==> src/rtl/board_scan_reader.sv <==
// board_scan_reader: walks the 10x10 game-board RAM once per frame-start pulse,
// one read outstanding, and streams each cell to the renderer over valid/ready.
// Ports: clk, rst_n (async, active-low), start, busy, mem_read/mem_address/mem_out
// (RAM read port), cell_valid/cell_ready/cell_data/cell_row/cell_col/cell_last,
// frame_done. Optional macro CELL_RANGE_CHECK_EN adds range_err (sticky flag for
// board words with nonzero bits above CELL_W; such cells are sent as all-ones).
module board_scan_reader #(
  parameter logic [31:0] BASE_ADDR = 32'h1000,
  parameter int ROWS   = 10,
  parameter int COLS   = 10,
  parameter int CELL_W = 4,
  parameter int RD_LAT = 1
) (
  input  logic              clk,
  input  logic              rst_n,
  input  logic              start,
  output logic              busy,
  output logic              mem_read,
  output logic [31:0]       mem_address,
  input  logic [31:0]       mem_out,
  output logic              cell_valid,
  input  logic              cell_ready,
  output logic [CELL_W-1:0] cell_data,
  output logic [3:0]        cell_row,
  output logic [3:0]        cell_col,
  output logic              cell_last,
`ifdef CELL_RANGE_CHECK_EN
  output logic              range_err,
`endif
  output logic              frame_done
);

  typedef enum logic [2:0] {
    IDLE, ISSUE, WAIT, SEND, DONE
  } state_t;

  localparam int LW = (RD_LAT > 1) ? $clog2(RD_LAT) : 1;
  localparam logic [LW-1:0] WMAX = LW'(RD_LAT - 1);
  localparam logic [3:0] ROW_MAX = 4'(ROWS - 1);
  localparam logic [3:0] COL_MAX = 4'(COLS - 1);

  state_t      state;
  logic [3:0]  row;
  logic [3:0]  col;
  logic [31:0] off;
  logic [LW-1:0] wcnt;
  logic        last_cell;
  logic [CELL_W-1:0] cap;

  assign last_cell = (row == ROW_MAX) && (col == COL_MAX);

`ifdef CELL_RANGE_CHECK_EN
  logic hi_bad;
  assign hi_bad = |mem_out[31:CELL_W];
  assign cap = hi_bad ? '1 : mem_out[CELL_W-1:0];
`else
  logic unused_hi;
  assign unused_hi = ^mem_out[31:CELL_W];
  assign cap = mem_out[CELL_W-1:0];
`endif

  always_ff @(posedge clk or negedge rst_n) begin
    if (!rst_n) begin
      state       <= IDLE;
      busy        <= 1'b0;
      mem_read    <= 1'b0;
      mem_address <= BASE_ADDR;
      cell_valid  <= 1'b0;
      cell_data   <= '0;
      cell_row    <= '0;
      cell_col    <= '0;
      cell_last   <= 1'b0;
      frame_done  <= 1'b0;
      row         <= '0;
      col         <= '0;
      off         <= '0;
      wcnt        <= '0;
`ifdef CELL_RANGE_CHECK_EN
      range_err   <= 1'b0;
`endif
    end else begin
      mem_read   <= 1'b0;
      frame_done <= 1'b0;
      unique case (state)
        IDLE: begin
          if (start) begin
            state       <= ISSUE;
            busy        <= 1'b1;
            mem_read    <= 1'b1;
            mem_address <= BASE_ADDR + off;
`ifdef CELL_RANGE_CHECK_EN
            range_err   <= 1'b0;
`endif
          end
        end
        ISSUE: begin
          state <= WAIT;
          wcnt  <= '0;
        end
        WAIT: begin
          if (wcnt == WMAX) begin
            state      <= SEND;
            cell_valid <= 1'b1;
            cell_data  <= cap;
            cell_row   <= row;
            cell_col   <= col;
            cell_last  <= last_cell;
`ifdef CELL_RANGE_CHECK_EN
            if (hi_bad) range_err <= 1'b1;
`endif
          end else begin
            wcnt <= wcnt + 1'b1;
          end
        end
        SEND: begin
          if (cell_ready) begin
            cell_valid <= 1'b0;
            cell_last  <= 1'b0;
            if (last_cell) begin
              state      <= DONE;
              frame_done <= 1'b1;
            end else begin
              // next read is issued in the same edge to keep 3-cycle cadence
              state       <= ISSUE;
              mem_read    <= 1'b1;
              mem_address <= BASE_ADDR + off + 32'd4;
              off         <= off + 32'd4;
              if (col == COL_MAX) begin
                col <= '0;
                row <= row + 1'b1;
              end else begin
                col <= col + 1'b1;
              end
            end
          end
        end
        DONE: begin
          state <= IDLE;
          busy  <= 1'b0;
          row   <= '0;
          col   <= '0;
          off   <= '0;
        end
        default: state <= IDLE;
      endcase
    end
  end

endmodule

==> config.mk <==
export PLATFORM = sky130hd
export DESIGN_NAME = board_scan_reader
export DESIGN_NICKNAME = d
export VERILOG_FILES = /design/src/rtl/board_scan_reader.sv
export SDC_FILE = /design/constraint.sdc
export NUM_CORES = 1
export LEC_CHECK = 0
export ABC_AREA = 1
export CAP_MARGIN = 20
export CORE_MARGIN = 5
export CORE_UTILIZATION = 25
export CTS_BUF_LIST = sky130_fd_sc_hd__clkbuf_16
export CTS_CLUSTER_SIZE = 10
export DETAILED_ROUTE_END_ITERATION = 10
export GPL_TIMING_DRIVEN = 0
export HOLD_SLACK_MARGIN = 0.06
export SYNTH_ARGS = -nofsm -noshare
export SYNTH_HDL_FRONTEND = slang
export SYNTH_SLANG_ARGS = --single-unit
==> constraint.sdc <==
create_clock -name clk -period 2.8 [get_ports clk]
set_input_delay 0.56 -clock clk [delete_from_list [all_inputs] [get_ports clk]]
set_output_delay 0.56 -clock clk [all_outputs]
set_load 0.05 [all_outputs]
Word-level counts from Yosys, hierarchy flattened
Index checks and enable logic that the tools add are counted.
Word-level totals
  register bits after elaboration: 93
  input port bits: 36
  word-level logic and storage cells: 82
Cells by class
  add/subtract/negate cells: 6
  equal/unequal tests: 11
  mux-type cells: 36
  bitwise operators: 1
  reduce and logical (&&, ||, !) cells: 14
Operators with widths (number)
  two-way mux 32 bit: 5
  case mux 32 bit (2 select lines): 2
  adder 32 x 3 -> 32 bit, second input constant: 2
  adder 13 x 32 -> 32 bit, first input constant: 1
  two-way mux 4 bit: 6
  case mux 4 bit (2 select lines): 2
  two-way mux 3 bit: 4
  case mux 3 bit (4 select lines): 1
  two-way mux 1 bit: 11
  inequality test 2 bit, second input constant: 5
  case mux 1 bit (2 select lines): 5
  nonzero test 2 bit: 5
  AND reduction 3 bit: 3
  adder 4 x 1 -> 4 bit, second input constant: 2
  equality test 4 bit, second input constant: 2
  AND reduction 4 bit: 2
  equality test 3 x 2 -> 1 bit, second input constant: 2
  AND reduction 2 bit: 2
  equality test 3 x 1 -> 1 bit, second input constant: 1
  equality test 3 bit, second input constant: 1
  zero test 3 bit: 1
  adder 1 bit, second input constant: 1
  logical AND 1 bit: 1
  NOT 1 bit: 1

Depth between registers and ports, before layout
  depth after elaboration: 5
  depth in mapped cells: 14
  mapped depth without buffers: 14

Worst setup path before layout
No wires, ideal clock.
  kind: register to register
  start: reg off[12]
  end: reg mem_address[29]
  setup time: 118 ps
  arrival: 1834 ps
  data required time: 2682 ps
  slack: 848 ps
  stages on the path, launching flop included: 13
  path through: dfrtp_1 -> inv_2 -> ha_1 -> nor3_1 -> nand2_1 -> nor2_2 -> nand3_2 -> nor2_4 -> nand2_1 -> clkinv_1 -> nand2_1 -> nand3_1 -> nand2_1
Between the ends
  cells in the longest elaborated chain, start to end: 5
RTL lines
  start: declaration: RTL line 45  | logic [31:0] off;
  start signal: assignment: RTL line 127  | off <= off + 32'd4;
  adder 13 x 32 -> 32 bit *: RTL line 90, 126
  adder 32 x 3 -> 32 bit: RTL line 126  | mem_address <= BASE_ADDR + off + 32'd4;
  two-way mux 32 bit: RTL line 119  | if (last_cell) begin
  two-way mux 32 bit: RTL line 116  | if (cell_ready) begin
  case mux 32 bit (2 select lines) *: RTL line 84  | unique case (state)
  end signal: assignment: RTL line 90  | mem_address <= BASE_ADDR + off;
  end signal: assignment: RTL line 126
  end: declaration: RTL line 19  | output logic [31:0] mem_address,
Every way passes the cells marked *; elsewhere a longest branch is shown, timed or not. The select of a mux whose other input is x is not followed.
A chain may end at the register's enable or synchronous reset.

Final worst setup path
Same ends and word-level chain as after synthesis.

==> results.txt <==
outcome - complete, no violations
Post-Syn Instances - 644
final net count - 754
Compound-Gate Fraction of Synth Area - 10.6%
static leakage - 2.63 nW
H-tree depth - 3
initial antenna violation count - 0
Clk pwr share - 23.4%
CTS Hold Bufs - 0
Synth Area per Inst - 7.70 µm²
Die Y - 151 µm
Worst IR Drop VDD - 0.000557 V
fillers - 2142
Max FO, Critical Path - 7
Final Skew - 9.90 ps
largest family of logic cells by synthesized area - simple AND/OR/NAND/NOR gates
total I/O pin count - 85
vias in the first global route - 4242
root buffer cell - clkbuf_16
Hold WC Path Type - in -> async
maximum clock path buffer count - 2
dpl hpwl - 9800 µm
Pwr Density - 848 nW/µm²
mux share of post-synthesis cell area - 1.14%
input/output buffers - 54
overall routed net length - 12800 µm
area leader, netlist - dfrtp_1
Initial Util - 25.4%
Final Cycle Share - 81.7%
Rows - 51
total CTS buffers - 9
Tot GR Track Use - 12.0%
Slew HR - 64.0%
GP Congestion - 0.822
crit start category - flop
Pint - 2.90 mW
grt ovf - 0
area of the die - 22800 µm²
worst-skew pair later-pin latency - 360 ps
Worst-path clk slew - 70 ps
#FFs+latches synth - 88
CTS tree - yes
CP endpoint kind - flop
Adder-Cell Fraction of Synth Area - 1.77%
RSZ-0062 raised after global routing - false
Synth Cell Area - 4960 µm²
ANT nets after route - 0
Setup CP Type - reg -> reg
synth top area cells - dfrtp_1 (44%), nand2_1 (13%), inv_1 (4.8%)
ratio of cells with drive above 1 in the final layout - 10.2%
initial drt markers - 299
Finish-stage setup viols - 0
sequential share of the synthesized area - 44.4%
switching share of power - 44.4%
# resized after CTS - 0
Top cell by count, worst path - nand2_1
Die Wd - 151 µm
yosys warns - 0
pin count of the biggest net entering global routing - 57
setup TNS - 0 ps
Comb power frac - 41.9%
area delta synth->final - 24.2%
DRC viols - 0
Antenna Cells - 0
pin slew with the least headroom to its limit - 538 ps
Critical Path AT - 2540 ps
max-slew violations - 0
first-pass GRT wire length - 21600 µm
Crit-path slowest cell - dfrtp_1
M1 WL - 5970 µm
core area - 19500 µm²
Final WS setup - 511 ps
postcts setup bufs - 0
fmax - 437 MHz
sequential share of power - 34.7%
max-cap check violation count - 0
CP Cell Sequence - ha_1, nand2_1, nor2_2, nand2_2, nand2_1, nand2_1, nor2_2, nand2_1, nor2_4, nand2_1, clkinv_1, nand2_1, nand3_1, nand2_1
Worst EP required - 3050 ps
slowest stage delay, CP - 470 ps
pre-CTS setup slack - 381 ps
Post-Synth Simple-Gate Area - 31.9%
XOR/XNOR Fraction of Synth Area - 3.36%
Yosys cell types - 39
Via density - 4.41
met3 routed WL - 730 µm
met2 wire length - 5990 µm
crit path time final - 2290 ps
share of Yosys cell area claimed by the top area cell type - 43.9%
TritonRoute pass-1 iters - 4
fin util - 31.5%
uppermost routed layer - met4
P_sw - 2.32 mW
vias - 4330
wire length per cell - 13.1 µm
final count of hold timing violations - 0
clk sinks - 88
[state kept, by name (all words and copies together), names as in the netlist]
register and flops:
off 30, cell_data 4, cell_col 4, busy 1
row 4, cell_last 1, cell_row 4, cell_valid 1
col 4, mem_read 1, mem_address 30, state 3
frame_done 1
[critical path: cells and delay by family (launching register included)]
kind	cells	cell delay (ps)
buffers and inverters	1	70
and+or+nand+nor	12	1420
DFF	1	470
adders and majority gates	1	220
[cell usage after synthesis, drive strengths merged]
master and n:
a211oi 1, buf 5, ha 7, nor4 1, nand3 50, clkbuf 9
nand2 180, a22oi 1, xor2 16, mux2 5, o211ai 1, a31oi 4
conb 1, a21oi 24, nand4 14, xnor2 3, o21ai 51, o21a 3
o22ai 9, nor3 14, clkinv 1, dfrtp 87, nand3b 1, o211a 1
o21bai 1, inv 70, dfstp 1, o31ai 1, nor2 82
[final cells by class]
cell class	instances	area [µm²]	share of cell area (%)
timing repair buffer	55	566	9.19
tap	265	332	5.39
clock buffer	9	225	3.66
clock inverter	7	72.6	1.18
inverter	71	267	4.33
multi-input combinational	472	2430	39.4
sequential	88	2200	35.8
buffer	14	63.8	1.04
[power groups by stage]
stage	sequential [mW]	combinational, mW	clock, mW
2_1_floorplan	2.47	0.823	0
3_3_place_gp	1.83	2.19	0
3_5_place_dp	1.84	2.20	0
4_1_cts	1.82	2.22	1.26
5_1_grt	1.86	2.39	1.32
6_report	1.81	2.19	1.22
[routing by layer]
metal	track usage, %	vias to the layer above
li1	-	2235
met1	16.3	2002
met2	18.7	83
met3	3.41	10
met4	3.13	0
met5	0	-
[logic make-up after synthesis]
logic type | Yosys count
simple gates | 342
compound gates | 97
flops | 88
buf+inv | 85
xor+xnor | 19
fa+ha+maj | 7
mux | 5
other cells | 1
[per-stage QoR]
stage          hold WS, ps  cell area (µm²)  power, mW  std cells
6_report               149             6160       5.22        981
5_1_grt                178             6160       5.57        981
4_1_cts                161             6160       5.29        981
3_5_place_dp           467             5860       4.04        965
3_3_place_gp           456             5830       4.02        964
2_1_floorplan          264             4960       3.29        645
[worst paths after layout]
path                       depth (start not counted)                          end                   startpoint  slack, ps
setup / recovery                                  14  mem_address[29]$_DFFE_PN0P_          off[12]$_DFFE_PN0P_        510
hold / removal                                     1          off[30]$_DFFE_PN0P_                        rst_n        150
setup reg to reg                                  14  mem_address[29]$_DFFE_PN0P_          off[12]$_DFFE_PN0P_        510
hold reg to reg                                    2  mem_address[26]$_DFFE_PN0P_  mem_address[26]$_DFFE_PN0P_        480
max in group asynchronous                          2          off[13]$_DFFE_PN0P_                        rst_n       2010
min in group clk                                   2  mem_address[26]$_DFFE_PN0P_  mem_address[26]$_DFFE_PN0P_        480
[layout by cell type (no fill, tap or decap), types with 4 or more instances in the layout]
cell type | Yosys | routed
a21oi_1 | 24 | 24
a31oi_1 | 4 | 4
clkbuf_1 | 9 | 9
clkbuf_16 | 0 | 9
clkdlybuf4s50_1 | 0 | 53
dfrtp_1 | 87 | 87
ha_1 | 7 | 7
inv_1 | 63 | 63
inv_2 | 7 | 7
mux2_2 | 5 | 5
nand2_1 | 174 | 174
nand2_2 | 5 | 5
nand3_1 | 46 | 46
nand3_2 | 4 | 4
nand4_1 | 14 | 14
nor2_1 | 56 | 56
nor2_2 | 17 | 17
nor2_4 | 7 | 7
nor3_1 | 13 | 13
o21ai_0 | 46 | 46
o21ai_1 | 5 | 5
o22ai_1 | 9 | 9
xor2_1 | 16 | 16
(Power assumes the default switching activity.)
